## config.mk

```make
export PLATFORM = sky130hd
export DESIGN_NAME = icache_direct
export DESIGN_NICKNAME = d
export VERILOG_FILES = /design/src/rtl/icache_direct.sv
export SDC_FILE = /design/constraint.sdc
export NUM_CORES = 1
export LEC_CHECK = 0
export CORE_MARGIN = 8
export CORE_UTILIZATION = 41
export CTS_BUF_LIST = sky130_fd_sc_hd__clkbuf_8
export DETAILED_ROUTE_END_ITERATION = 8
export SETUP_SLACK_MARGIN = 0.5
export SYNTH_ARGS = -nofsm -noshare
export SYNTH_HDL_FRONTEND = slang
export SYNTH_SLANG_ARGS = --single-unit
```

## constraint.sdc

```tcl
create_clock -name CLK -period 9.8 [get_ports CLK]
set_clock_uncertainty 0.15 [all_clocks]
set_input_delay 0.98 -clock CLK [delete_from_list [all_inputs] [get_ports CLK]]
set_output_delay 0.98 -clock CLK [all_outputs]
set_load 0.005 [all_outputs]
```

## src/rtl/icache_direct.sv

```systemverilog
// icache_direct: direct-mapped, one-word-per-block, read-only instruction cache.
// Hits are answered combinationally in IDLE; a miss runs a two-state refill FSM
// (IDLE/FILL) against the memory controller instruction port.
// Optional feature macro: ICACHE_STATS_EN adds hit_count / miss_count ports.
module icache_direct #(
  parameter int SETS = 16
) (
  input  logic        CLK,
  input  logic        nRST,
  input  logic        imemREN,
  input  logic [31:0] imemaddr,
  output logic        ihit,
  output logic [31:0] imemload,
  input  logic        flush,
  output logic        iREN,
  output logic [31:0] iaddr,
  input  logic        iwait,
  input  logic [31:0] iload
`ifdef ICACHE_STATS_EN
  ,
  output logic [31:0] hit_count,
  output logic [31:0] miss_count
`endif
);

  localparam int IDX_W = $clog2(SETS);
  localparam int TAG_W = 30 - IDX_W;

  typedef enum logic {IDLE, FILL} state_t;

  state_t            state;
  logic [SETS-1:0]   valid;
  logic [TAG_W-1:0]  tag_mem  [SETS];
  logic [31:0]       data_mem [SETS];
  logic [31:0]       miss_addr;
  logic              iren_q;
  logic [31:0]       iaddr_q;

  logic [IDX_W-1:0]  idx;
  logic [TAG_W-1:0]  tag_in;
  logic [IDX_W-1:0]  midx;
  logic [TAG_W-1:0]  mtag;
  logic              lookup_hit;
  logic              start_fill;
  logic              fill_done;
  logic              unused_addr_bits;

  assign idx    = imemaddr[IDX_W+1:2];
  assign tag_in = imemaddr[31:IDX_W+2];
  assign midx   = miss_addr[IDX_W+1:2];
  assign mtag   = miss_addr[31:IDX_W+2];
  // Byte offset is ignored: fetches are word aligned.
  assign unused_addr_bits = ^{imemaddr[1:0], miss_addr[1:0]};

  assign lookup_hit = valid[idx] && (tag_mem[idx] == tag_in);
  assign start_fill = (state == IDLE) && imemREN && !lookup_hit;
  assign fill_done  = (state == FILL) && !iwait;

  // Hit path: same-cycle answer, only while idle and requested.
  always_comb begin
    ihit     = (state == IDLE) && imemREN && lookup_hit;
    imemload = ihit ? data_mem[idx] : 32'h0;
  end

  assign iREN  = iren_q;
  assign iaddr = iaddr_q;

  // Refill FSM with registered memory-side outputs; flush clears valid last so it
  // overrides a block being validated on the same edge.
  always_ff @(posedge CLK or negedge nRST) begin
    if (!nRST) begin
      state     <= IDLE;
      valid     <= '0;
      miss_addr <= 32'h0;
      iren_q    <= 1'b0;
      iaddr_q   <= 32'h0;
    end else begin
      case (state)
        IDLE: begin
          if (start_fill) begin
            miss_addr <= {imemaddr[31:2], 2'b00};
            iaddr_q   <= {imemaddr[31:2], 2'b00};
            iren_q    <= 1'b1;
            state     <= FILL;
          end
        end
        FILL: begin
          if (!iwait) begin
            valid[midx] <= 1'b1;
            iren_q      <= 1'b0;
            iaddr_q     <= 32'h0;
            state       <= IDLE;
          end
        end
        default: state <= IDLE;
      endcase
      if (flush) valid <= '0;
    end
  end

  // Tag/data arrays: written on refill completion, no reset needed.
  always_ff @(posedge CLK) begin
    if (fill_done) begin
      tag_mem[midx]  <= mtag;
      data_mem[midx] <= iload;
    end
  end

`ifdef ICACHE_STATS_EN
  // Statistics: hits per ihit cycle, misses per refill start; wrap naturally.
  always_ff @(posedge CLK or negedge nRST) begin
    if (!nRST) begin
      hit_count  <= 32'h0;
      miss_count <= 32'h0;
    end else begin
      if (ihit)       hit_count  <= hit_count + 32'd1;
      if (start_fill) miss_count <= miss_count + 32'd1;
    end
  end
`endif

endmodule
```

==> results.cfg <==
[logic_synthesis]
yosysWarnings = 0
seq_area_frac_synth = 0.7361
netlist_instances = 2047
synth_top_area_frac = 0.6879
synth_common_cells = edfxtp_1 (928), mux4_2 (237), nand2_1 (84)
yosys.area.top_type = edfxtp_1
synth-main-ff-cell = edfxtp_1
ys_ff_latch = 1006
synth_area_per_cell_sq_um = 19.79
yosysMostFrequentCell = edfxtp_1
yosysUniqueCellTypes = 64
netlist_area_sq_mm = 0.04051
synth-edff-count = 928
async_reset_ff_frac = 0.07753
synthTopCellsByArea = edfxtp_1 (69%), mux4_2 (13%), dfrtp_1 (4.8%), mux2i_1 (1.7%), nand2_1 (0.78%)

[sta]
setup_viol = 0
finalCritPeriodShare = 0.7111
final-hold-violation-count = 0
slew-limit-headroom = 0.2231
fmax_ghz = 0.1435
slew_violations = 0
fin_ws_ns = 2.832
setup_tns_ns = 0
period_needed_ns = 6.968
worst_slew_pin_slew_ns = 1.163
holdWs_ns = 0.1988
rsz0062_at_grt = false

[route]
postRouteAntennaNets = 0
drt-pass1-iter-count = 5
routed_wl_um = 99850
initialDrtViolationCount = 1968
wl_per_cell_um = 27.17
num_vias = 21030
drc_errors = 0
drt-vias-per-instance = 5.724

[clock_network]
cts_resized = 0
cts_tree = built
clk_latency_ns = 0.82
numCtsBuffers = 162
cts_hold_buf = 0
cts_sinks = 1006
cts_buffer_depth = 3
root_buffer = clkbuf_8
clkTransAtPathRegs_ns = 0.06
htreeDepth = 4
post_cts_buffers = 0

[finish]
finish.utilization = 0.4702
final_cells = 3675
drive_above_1_share = 0.2180
area.growth.synth_to_final_pct = 13.90
layout.nets = 2326

[global_routing]
grt_overflow = 0
grt_max_degree = 105
track_usage = 0.1824
antenna_found_initial = 3
grt_pass1_vias = 22040
grt_pass1_wl_um = 146200

[place]
pre_cts_ws_ns = 2.757
port_buffers = 130
hpwl_um = 53350
dp_cells = 3380
routabilityCongestion = 0.7674

[pwr]
p_comb_frac = 0.077
p_int_mw = 6.896
irDropWorstVdd_mv = 0.1193
switching_power_mw = 2.256
seqPwrFrac = 0.562
powerDensity_mw_per_mm2 = 198.4
clkPwrFrac = 0.360
p_leak_nw = 15.12
p_sw_frac = 0.2465

[worst_hold_path]
hp-class = primary input to asynchronous set/reset pin

[worst_setup_path]
reg2reg_slack_ns = 5.58
r2r_start = tag_mem[6][8]
cp-end-kind = output port
path_class = primary input to output port
r2r_end = iaddr[29]
cp.arrival_ns = 5.84
rr_worst_depth = 9
worstPathRequired_ns = 8.67
start_kind = primary input
crit_fanout = 81

[floorplan]
dieArea_sq_mm = 0.1091
io_pins = 135
core_sq_mm = 0.09813
die_x_um = 330.3
initial_core_util = 0.4128
rows = 115
fp.dieH_um = 330.3

[run]
maxCapViolCount = 0

[status]
status = completed
-- worst max-delay path: stages --
cell	delay, ns
buf_8	0.54
buf_4	0.90
mux4_2	0.44
mux2_2	0.28
a311oi_1	0.25
or3_1	0.23
o2111ai_1	0.19
nor3_4	0.63
nand4_1	0.21
buf_4	0.32
nor2b_1	0.19
clkdlybuf4s50_1	0.53
-- layout by cell type (no fill, tap or decap), types with 4 or more instances in the layout --
master and count:
clkdlybuf4s50_1 125, dfrtp_1 78, nand2b_1 8, mux2_2 10
and2_1 33, nor3_1 4, a22o_1 4, inv_1 58
xor2_1 12, mux2i_1 68, a2bb2oi_1 31, edfxtp_1 928
a22oi_1 23, clkinv_2 11, nand3_1 11, clkbuf_8 164
clkinv_1 47, xnor2_1 22, and4_1 32, o21ai_0 36
a21oi_1 35, mux4_1 5, o22ai_1 4, nor2b_1 38
nor2_4 12, or3_1 33, nor4_1 5, nor3_2 4
clkinv_8 4, buf_4 45, o21ba_2 4, nand3b_1 32
mux4_2 237, nand2_1 84, nor2_1 33, nand4_1 34
a221oi_1 6, a31oi_1 5
-- cells by family after synthesis --
| kind of cell | count (synthesis) | share of synthesized area |
|---|---|---|
| DFF | 1006 | 0.7361 |
| and+or+nand+nor | 378 | 0.05377 |
| muxes | 320 | 0.1546 |
| AOI/OAI and AO/OA | 173 | 0.03008 |
| buffers and inverters | 135 | 0.01801 |
| xor gates and xnor gates | 34 | 0.007351 |
| other | 1 | 0.00009257 |
-- power by group through the flow --
stage | combinational, mW | sequential (mW) | clock [mW]
floorplan | 0.416 | 5.15 | 0
global placement | 0.705 | 5.20 | 0
detailed placement | 0.717 | 5.23 | 0
CTS | 0.722 | 5.14 | 3.39
global route | 0.764 | 5.17 | 3.56
finish | 0.709 | 5.14 | 3.30
-- worst max path at each step --
stage	from	depth (start not counted)	endpoint
final	imemaddr[3]	12	imemload[19]
after global routing	imemaddr[3]	12	imemload[19]
after CTS	imemaddr[3]	12	imemload[19]
after detailed placement	imemaddr[3]	12	imemload[19]
after global placement	imemaddr[3]	12	imemload[28]
after floorplan	iwait	4	data_mem[0][0]
-- through the flow --
stage,area (sq um),power [mW]
2_1_floorplan,40510,5.565
3_5_place_dp,43200,5.945
6_report,46140,9.152
5_1_grt,46140,9.493
4_1_cts,46130,9.257
3_3_place_gp,43200,5.908
-- cell type report --
cell class,instances,area (sq um)
sequential,1006,29820
tap,1287,1610
fill,8204,51990
multi-input combinational,907,10090
clock buffer,164,2257
timing repair buffer,175,1664
inverter,5,21.27
clock inverter,128,674.4
antenna,3,7.507
-- routing by layer --
metal,global-route usage,part of all wire,vias to the layer above
met5,0,0,-
met4,0.05008,0.019,0
met3,0.03449,0.064,148
met2,0.2949,0.49,785
met1,0.2539,0.43,11200
li1,-,-,8897
-- sequential cells by signal, indices dropped and copies added, names as in the netlist --
| signal | cells |
|---|---|
| iREN | 1 |
| iaddr | 30 |
| data_mem | 512 |
| state | 1 |
| miss_addr | 30 |
| valid | 16 |
| tag_mem | 416 |
(Power assumes the default switching activity.)
